===== config.mk =====
export PLATFORM = sky130hd
export DESIGN_NAME = spdif_subframe_encoder_flat
export DESIGN_NICKNAME = d
export VERILOG_FILES = /design/src/rtl/spdif_subframe_encoder_if.sv /design/src/rtl/spdif_subframe_encoder.sv /design/src/flat_wrapper.sv
export SDC_FILE = /design/constraint.sdc
export NUM_CORES = 1
export LEC_CHECK = 0
export CAP_MARGIN = 25
export CORE_MARGIN = 2
export CORE_UTILIZATION = 35
export CTS_BUF_LIST = sky130_fd_sc_hd__clkbuf_8
export DETAILED_ROUTE_END_ITERATION = 10
export GPL_ROUTABILITY_DRIVEN = 0
export PLACE_DENSITY = 0.52
export SKIP_CTS_REPAIR_TIMING = 1
export SYNTH_ARGS = -nofsm -noshare
export SYNTH_HDL_FRONTEND = slang
export SYNTH_SLANG_ARGS = --single-unit
export TNS_END_PERCENT = 5

===== constraint.sdc =====
create_clock -name clk1 -period 3.8 [get_ports clk1]
set_clock_uncertainty 0.1 [all_clocks]
set_input_delay 0.76 -clock clk1 [delete_from_list [all_inputs] [get_ports clk1]]
set_output_delay 0.76 -clock clk1 [all_outputs]
set_load 0.01 [all_outputs]

===== src/rtl/spdif_subframe_encoder_if.sv =====
// Sample handshake bundle for the S/PDIF subframe encoder.
// The source drives the sample; the encoder answers with s_ready.
interface spdif_subframe_encoder_if #(
  parameter int SAMPLE_W = 24
);
  logic                s_valid;
  logic                s_ready;
  logic [SAMPLE_W-1:0] s_data;
  logic                s_v;
  logic                s_u;
  logic                s_c;

  modport master (
    output s_valid,
    output s_data,
    output s_v,
    output s_u,
    output s_c,
    input  s_ready
  );

  modport slave (
    input  s_valid,
    input  s_data,
    input  s_v,
    input  s_u,
    input  s_c,
    output s_ready
  );
endinterface


===== src/rtl/spdif_subframe_encoder.sv =====
// IEC 60958 subframe builder with biphase-mark line output.
// One clk1 cycle per half-cell; 64 cycles per subframe.
module spdif_subframe_encoder #(
  parameter  int SAMPLE_W     = 24,
  parameter  int NUM_CH       = 2,
  parameter  int BLOCK_FRAMES = 192,
  localparam int CH_W = (NUM_CH > 1) ? $clog2(NUM_CH) : 1
) (
  input  logic                 clk1,
  input  logic                 nrst,
  spdif_subframe_encoder_if.slave s,
  output logic                 dataDMC,
  output logic [CH_W-1:0]      ch_idx,
  output logic [7:0]           frame_idx,
  output logic                 block_start,
  output logic                 underrun
);

  localparam int AUD_PAD = 24 - SAMPLE_W;
  localparam int HOLD_W  = SAMPLE_W + 3;

  localparam logic [7:0] PRE_B = 8'b1110_1000;
  localparam logic [7:0] PRE_M = 8'b1110_0010;
  localparam logic [7:0] PRE_W = 8'b1110_0100;

  typedef enum logic {
    IDLE,
    RUN
  } state_e;

  state_e state_q, state_d;

  logic [5:0]        hb_q, hb_d;
  logic              full_q, full_d;
  logic [HOLD_W-1:0] hold_q, hold_d;
  logic [27:0]       sf_q, sf_d;
  logic [7:0]        pre_q, pre_d;
  logic              dmc_q, dmc_d;
  logic [CH_W-1:0]   ch_q, ch_d;
  logic [7:0]        frame_q, frame_d;
  logic              bs_q, bs_d;
  logic              ur_q, ur_d;

  logic              load;
  logic              accept;
  logic [CH_W-1:0]   ch_n;
  logic [7:0]        fr_n;
  logic [23:0]       aud;
  logic              bit_v;
  logic              bit_u;
  logic              bit_c;
  logic [26:0]       body;
  logic [7:0]        pat;
  logic [4:0]        slot;

  always_ff @(posedge clk1) begin
    if (nrst) begin
      state_q <= IDLE;
      hb_q    <= '0;
      full_q  <= 1'b0;
      hold_q  <= '0;
      sf_q    <= '0;
      pre_q   <= '0;
      dmc_q   <= 1'b0;
      ch_q    <= '0;
      frame_q <= '0;
      bs_q    <= 1'b0;
      ur_q    <= 1'b0;
    end else begin
      state_q <= state_d;
      hb_q    <= hb_d;
      full_q  <= full_d;
      hold_q  <= hold_d;
      sf_q    <= sf_d;
      pre_q   <= pre_d;
      dmc_q   <= dmc_d;
      ch_q    <= ch_d;
      frame_q <= frame_d;
      bs_q    <= bs_d;
      ur_q    <= ur_d;
    end
  end

  always_comb begin
    state_d = state_q;
    unique case (state_q)
      IDLE:    if (full_q) state_d = RUN;
      RUN:     state_d = RUN;
      default: state_d = IDLE;
    endcase
  end

  assign accept = s.s_valid && !full_q;
  assign load   = (state_q == RUN) ? (hb_q == 6'd63) : full_q;

  // Counters only advance between subframes; the first one after IDLE is ch0/frame0.
  always_comb begin
    ch_n = ch_q;
    fr_n = frame_q;
    if (state_q == RUN) begin
      if (ch_q == CH_W'(NUM_CH - 1)) begin
        ch_n = '0;
        if (frame_q == 8'(BLOCK_FRAMES - 1)) fr_n = '0;
        else fr_n = frame_q + 8'd1;
      end else begin
        ch_n = ch_q + CH_W'(1);
      end
    end
  end

  always_comb begin
    aud   = '0;
    bit_v = 1'b1;
    bit_u = 1'b0;
    bit_c = 1'b0;
    if (full_q) begin
      aud   = 24'(hold_q[HOLD_W-1:3]) << AUD_PAD;
      bit_v = hold_q[2];
      bit_u = hold_q[1];
      bit_c = hold_q[0];
    end
    body = {bit_c, bit_u, bit_v, aud};
    pat  = PRE_W;
    unique case (1'b1)
      (ch_n == '0) && (fr_n == '0): pat = PRE_B;
      (ch_n == '0) && (fr_n != '0): pat = PRE_M;
      (ch_n != '0):                 pat = PRE_W;
      default:                      pat = PRE_W;
    endcase
  end

  always_comb begin
    hb_d    = hb_q;
    full_d  = full_q;
    hold_d  = hold_q;
    sf_d    = sf_q;
    pre_d   = pre_q;
    dmc_d   = dmc_q;
    ch_d    = ch_q;
    frame_d = frame_q;
    bs_d    = 1'b0;
    ur_d    = 1'b0;
    slot    = '0;

    if (accept) begin
      full_d = 1'b1;
      hold_d = {s.s_data, s.s_v, s.s_u, s.s_c};
    end else if (load) begin
      full_d = 1'b0;
    end

    if (load) begin
      ch_d    = ch_n;
      frame_d = fr_n;
      hb_d    = '0;
      sf_d    = {^body, body};
      // Preamble polarity follows the level left on the line.
      pre_d   = pat ^ {8{dmc_q}};
      dmc_d   = pre_d[7];
      bs_d    = (ch_n == '0) && (fr_n == '0);
      ur_d    = !full_q;
    end else if (state_q == RUN) begin
      hb_d = hb_q + 6'd1;
      slot = hb_d[5:1];
      if (hb_d < 6'd8) dmc_d = pre_q[~hb_d[2:0]];
      else if (!hb_d[0]) dmc_d = !dmc_q;
      else dmc_d = dmc_q ^ sf_q[5'(slot - 5'd4)];
    end
  end

  always_comb begin
    s.s_ready   = !full_q;
    dataDMC     = dmc_q;
    ch_idx      = ch_q;
    frame_idx   = frame_q;
    block_start = bs_q;
    underrun    = ur_q;
  end

endmodule


===== src/flat_wrapper.sv =====
// flat-port wrapper written by rule: the top's interface ports become plain ports
module spdif_subframe_encoder_flat 
#(
  parameter  int SAMPLE_W     = 24,
  parameter  int NUM_CH       = 2,
  parameter  int BLOCK_FRAMES = 192,
  localparam int CH_W = (NUM_CH > 1) ? $clog2(NUM_CH) : 1
)
  (clk1, nrst, dataDMC, ch_idx, frame_idx, block_start, underrun, s_s_valid, s_s_data, s_s_v, s_s_u, s_s_c, s_s_ready);
  spdif_subframe_encoder_if #(.SAMPLE_W(SAMPLE_W)) s_i ();
  input  logic clk1;
  input  logic nrst;
  output logic dataDMC;
  output logic [CH_W-1:0] ch_idx;
  output logic [7:0] frame_idx;
  output logic block_start;
  output logic underrun;
  input wire logic [$bits(s_i.s_valid)-1:0] s_s_valid;
  input wire logic [$bits(s_i.s_data)-1:0] s_s_data;
  input wire logic [$bits(s_i.s_v)-1:0] s_s_v;
  input wire logic [$bits(s_i.s_u)-1:0] s_s_u;
  input wire logic [$bits(s_i.s_c)-1:0] s_s_c;
  output wire logic [$bits(s_i.s_ready)-1:0] s_s_ready;
  assign s_i.s_valid = s_s_valid;
  assign s_i.s_data = s_s_data;
  assign s_i.s_v = s_s_v;
  assign s_i.s_u = s_s_u;
  assign s_i.s_c = s_s_c;
  assign s_s_ready = s_i.s_ready;
  spdif_subframe_encoder #(.SAMPLE_W(SAMPLE_W), .NUM_CH(NUM_CH), .BLOCK_FRAMES(BLOCK_FRAMES)) u_core (.clk1(clk1), .nrst(nrst), .s(s_i), .dataDMC(dataDMC), .ch_idx(ch_idx), .frame_idx(frame_idx), .block_start(block_start), .underrun(underrun));
endmodule

==> out/metrics.csv, run 1 <==
metric,value,unit
drt via density,4.936,
# rows,37,
grt ovf,0,
Worst Setup Start Kind,flop,
Worst Setup End Kind,flop,
setup TNS,0,ps
CP Max Fanout,10,
total number of vias,2838,
met3 wire len,176,um
Die Span Y,107.4,um
PortBufs,42,
"Net Count, Synth",436,
Max Clock Freq,0.3020,GHz
sequential share of power,0.466,
Sw Ratio,0.2521,
Top Ports,43,
Net Sw Power,495.4,uW
first-pass GRT wire length,13610,um
"FF+latch count, synth",80,
critical path start-end classification,reg2reg,
Initial Util,0.3611,
antenna violations before repair,0,
"commonest non-fill, non-tap cell in the layout",dfxtp_1,
final wirelength,7824,um
CP arrival,3450,ps
Clock Path Buffers,2,
Area Growth Syn to Fin,18.84,%
top layer in use,met4,
WP data required,3940,ps
number of remaining DRC errors,0,
clock share of power,0.400,
Most used DFF post-synth,dfxtp_1,
pwr/cell area,441.6,nW/um^2
core footprint,10370,sq um
synth warn,0,
vias in the first global route,2711,
final core utilization,0.4292,
fill cell count,1059,
Nets,467,
Final HPWL DP,5499,um
relative slew slack,0.4241,
htree depth,3,
routed len/inst,13.61,um
Final Max Slew Viols,0,
Initial DRT Pass Iterations,4,
met1 wire length,4021,um
Skew-Pair Late Insertion Delay,360,ps
Synth cell types,52,
Sink Count,80,
LEAKAGE,1.600,nW
Final Setup Violations,0,
Hold WC Path Type,reg2reg,
Post-DRT Antenna Nets,0,
die area,11540,sq um
Met2 Wirelength,3501,um
Synth Cell Area,3745,sq um
share of flip-flops with an asynchronous set or reset,0,
die span in x,107.4,um
most frequent cells in the layout,"dfxtp_1 (80), nand2_1 (71), clkdlybuf4s50_1 (42)",
Worst VDD drop,0.0002645,V
Post-synth EDFFs,0,
Tot GR Track Use,0.1480,
Root Buffer,clkbuf_8,
"Min Clock Period, post-route",3311,ps
CTS buffer count,9,
Final Hold Fails,0,
CTS tree,built,
largest net degree at the start of global routing,38,
status,"complete, no violations",
sequential-to-total area share from yosys stat,0.4277,
Tcrit/Tclk final,0.8713,
Iter 0 DRT Violations,68,
# diodes,0,
Mean Syn Cell Area,9.292,sq um
cells after synthesis,403,
Pint,1.470,mW
Worst Tran Pin Value,861.7,ps
Max Cap Viol,0,
logic gate share of total power,0.135,
share of layout cells above drive strength 1,0.08656,
RSZ-0062 raised after global routing,no,
"Clk pin slew, worst setup/hold paths",80,ps
worst max-delay path: stages (launching register included):
cell	delay, ps
dfxtp_1	560
ha_1	410
nand3_1	190
xor2_1	190
ha_1	450
mux4_1	570
o21ai_0	200
o211ai_2	110
a211o_1	270
a31o_1	170
power groups by stage:
| stage | Sequential, mW | Clock (mW) | Combinational (mW) |
|---|---|---|---|
| 5_1_grt | 0.923 | 0.842 | 0.296 |
| 3_5_place_dp | 0.936 | 0 | 0.269 |
| 2_1_floorplan | 0.919 | 0 | 0.209 |
| 6_report | 0.915 | 0.786 | 0.264 |
| 3_3_place_gp | 0.935 | 0 | 0.266 |
| 4_1_cts | 0.916 | 0.809 | 0.270 |
cell families after synthesis:
kind of cell / after synthesis / share of synthesized area
muxes: 13 / 0.05847
buffers and inverters: 30 / 0.05012
AOI/OAI and AO/OA: 96 / 0.1804
adders and majority gates: 3 / 0.01002
and+or+nand+nor: 136 / 0.1630
xor gates and xnor gates: 45 / 0.1103
DFF: 80 / 0.4277
registers in the layout, summed over array words and instances, names as in the netlist:
register,flops
u_core.pre_q,5
u_core.underrun,1
u_core.block_start,1
u_core.dataDMC,1
u_core.full_q,1
u_core.hb_q,6
u_core.state_q,1
u_core.frame_idx,8
u_core.sf_q,28
u_core.hold_q,27
u_core.ch_idx,1
synthesized netlist by cell type (all sizes together) (4+ instances only):
cell | count | share of area
a21oi | 34 | 0.045
a22o | 27 | 0.063
a311oi | 4 | 0.0094
a31oi | 5 | 0.0084
and3 | 7 | 0.013
buf | 10 | 0.022
clkbuf | 16 | 0.024
dfxtp | 80 | 0.43
inv | 4 | 0.0040
mux2i | 7 | 0.019
mux4 | 6 | 0.040
nand2 | 71 | 0.071
nand2b | 4 | 0.0067
nand3 | 4 | 0.0053
nor2 | 33 | 0.034
nor2b | 4 | 0.0067
nor3 | 4 | 0.0067
o21ai | 10 | 0.013
xnor2 | 29 | 0.068
xor2 | 16 | 0.042
final cells by class:
type | instances | area (sq um) | share of cell area
timing repair buffer | 46 | 450.4 | 0.1012
clock inverter | 6 | 115.1 | 0.02586
clock buffer | 10 | 137.6 | 0.03092
multi-input combinational | 293 | 1961 | 0.4405
sequential | 80 | 1602 | 0.3599
inverter | 4 | 15.01 | 0.003374
tap | 136 | 170.2 | 0.03823
stage by stage:
| step | power, mW | instances | area (sq um) | setup WS [ps] | hold WS, ps |
|---|---|---|---|---|---|
| final | 1.965 | 575 | 4451 | 489.0 | 362.1 |
| after global routing | 2.061 | 575 | 4451 | 234.9 | 394.2 |
| after CTS | 1.995 | 575 | 4451 | 490.3 | 365.3 |
| after detailed placement | 1.204 | 559 | 4198 | 516.0 | 344.7 |
| after global placement | 1.201 | 559 | 4198 | 566.2 | 330.9 |
| after floorplan | 1.128 | 403 | 3745 | 988.5 | 320.5 |
per-layer routing:
metal	up-vias	track usage
met1	1323	0.2043
met4	0	0.06319
met2	33	0.2265
met5	-	0
li1	1473	-
met3	9	0.02724
final timing paths:
| kind | from | endpoint | slack [ps] | cells after the start |
|---|---|---|---|---|
| setup reg to reg | u_core.hb_q[0]$_SDFFE_PP0P_ | u_core.dataDMC$_SDFFE_PP0P_ | 490 | 9 |
| setup / recovery | u_core.hb_q[0]$_SDFFE_PP0P_ | u_core.dataDMC$_SDFFE_PP0P_ | 490 | 9 |
| hold reg to reg | u_core.pre_q[2]$_SDFFE_PP0P_ | u_core.pre_q[2]$_SDFFE_PP0P_ | 360 | 2 |
| hold / removal | u_core.pre_q[2]$_SDFFE_PP0P_ | u_core.pre_q[2]$_SDFFE_PP0P_ | 360 | 2 |
Note: power is estimated with default switching activity, not from simulation.
==> run 2, diff against run 1 <==
--- a/config.mk
+++ b/config.mk
@@ -10,8 +10,10 @@
 export CORE_UTILIZATION = 35
 export CTS_BUF_LIST = sky130_fd_sc_hd__clkbuf_8
 export DETAILED_ROUTE_END_ITERATION = 10
+export DONT_BUFFER_PORTS = 1
 export GPL_ROUTABILITY_DRIVEN = 0
-export PLACE_DENSITY = 0.52
+export PLACE_DENSITY = 0.47
+export RECOVER_POWER = 100
 export SKIP_CTS_REPAIR_TIMING = 1
 export SYNTH_ARGS = -nofsm -noshare
 export SYNTH_HDL_FRONTEND = slang
==> run 2 against run 1 <==
- final area fell by 11%
- global-route usage fell by 0.097 points
- non-clock buffer count fell by 42
- cell count fell by 7.5%
- die area did not move
- worst hold slack got worse by 10 ps
- critical path depth did not move
- wire length fell by 0.19%
- total power fell by 14%
- largest cell class unchanged
==> out/metrics.csv, run 2 (synthesis results as in run 1) <==
metric,value,unit
final worst slack,371.0,ps
Hold WC Path Type,reg2reg,
fill cell count,1116,
Final Cell Area,3943,sq um
"commonest non-fill, non-tap cell in the layout",dfxtp_1,
Pwr Total,1.691,mW
"most used cell, CP",ha_1,
Die Span Y,107.4,um
Iter 0 DRT Violations,96,
Skew-Pair Late Insertion Delay,350,ps
Post-DRT Antenna Nets,0,
Tcrit/Tclk final,0.9024,
Initial Util,0.3611,
Initial DRT Pass Iterations,6,
vias in the first global route,2675,
number of remaining DRC errors,0,
Area Growth Syn to Fin,5.279,%
Max Cap Viol,0,
WP buf/inv,0,
Final Hold Fails,0,
Slowest cell on crit path,mux4_1,
relative slew slack,0.4236,
total number of vias,2683,
grt ovf,0,
"Min Clock Period, post-route",3429,ps
reg2reg start,u_core.hb_q[0]$_SDFFE_PP0P_,
Biggest register,u_core.sf_q,
drt via density,5.043,
CP arrival,3580,ps
# rows,37,
r2r setup slk,370,ps
largest net degree at the start of global routing,46,
"Clk pin slew, worst setup/hold paths",80,ps
CP Max Fanout,10,
met1 wire length,3820,um
antenna violations before repair,0,
Max Clock Freq,0.2916,GHz
final cell count without fillers,532,
DP Cell Count,516,
multi-input logic area,1953,sq um
pre-CTS setup slack,422.5,ps
die span in x,107.4,um
critical path start-end classification,reg2reg,
RSZ-0062 raised after global routing,no,
Final Max Slew Viols,0,
top layer in use,met4,
PortBufs,0,
Root Buffer,clkbuf_8,
Top Ports,43,
met3 wire len,282,um
placed cell area,3770,sq um
Final HPWL DP,5440,um
CP startpoint,u_core.hb_q[0]$_SDFFE_PP0P_,
final wirelength,7809,um
Clock Path Buffers,2,
die area,11540,sq um
Worst VDD drop,0.0001869,V
Sink Count,80,
max FFs per register,28,
Nets,425,
critical path's top delay family,adder cells,
LEAKAGE,1.403,nW
CTS tree,built,
setup TNS,0,ps
share of layout cells above drive strength 1,0.08586,
routed len/inst,14.68,um
Tot GR Track Use,0.1471,
status,"complete, no violations",
Final Setup Violations,0,
WP data required,3950,ps
core footprint,10370,sq um
pwr/cell area,429.0,nW/um^2
worst-path cell chain,"ha_1, nand3_1, xor2_1, ha_1, mux4_1, o21ai_0, o211ai_2, a211o_1, a31o_1",
first-pass GRT wire length,13360,um
Worst Tran Pin Value,862.5,ps
"Largest stage delay, worst path",600,ps
most frequent cells in the layout,"dfxtp_1 (80), nand2_1 (71), a21oi_1 (34)",
CTS buffer count,9,
register area,1602,sq um
Worst Setup Start Kind,flop,
Met2 Wirelength,3600,um
# diodes,0,
Worst Hold Launch,u_core.pre_q[2]$_SDFFE_PP0P_,
htree depth,3,
Worst Setup End Kind,flop,
==> run 2: area by class of cell <==
type | count | area share
timing repair buffer | 4 | 0.007934
inverter | 4 | 0.003808
clock inverter | 5 | 0.008569
multi-input combinational | 293 | 0.4954
sequential | 80 | 0.4062
clock buffer | 10 | 0.03491
tap | 136 | 0.04316
==> run 2: final timing paths <==
path                                                     end  cells past startpoint
worst min-delay path            u_core.pre_q[2]$_SDFFE_PP0P_                      2
worst max-delay path             u_core.dataDMC$_SDFFE_PP0P_                      9
worst max register to register   u_core.dataDMC$_SDFFE_PP0P_                      9
worst min register to register  u_core.pre_q[2]$_SDFFE_PP0P_                      2
==> run 2: worst min-delay path: cells and delay by family, from the launching register on <==
kind / cells / cell delay (ps)
AO/OA/AOI/OAI: 1 / 50
flip-flops: 1 / 320
AND/OR/NAND/NOR: 1 / 50
==> run 2: routing by layer <==
layer / vias to the layer above / global-route usage
met4: 0 / 0.05403
met2: 36 / 0.2306
met1: 1252 / 0.1959
met5: - / 0
li1: 1385 / -
met3: 10 / 0.03692
==> run 2: power breakdown <==
group / internal, mW / leakage (nW) / switching (mW)
registers: 0.876 / 0.651 / 0.0432
logic: 0.102 / 0.667 / 0.111
clock network: 0.250 / 0.0841 / 0.308
total: 1.23 / 1.40 / 0.463
==> run 2: through the flow <==
stage / hold WS [ps] / utilization
final: 351.7 / 0.3802
after global routing: 346.0 / 0.3802
after CTS: 342.2 / 0.3801
after detailed placement: 342.2 / 0.3635
after global placement: 342.3 / 0.3635
after floorplan: 320.5 / -
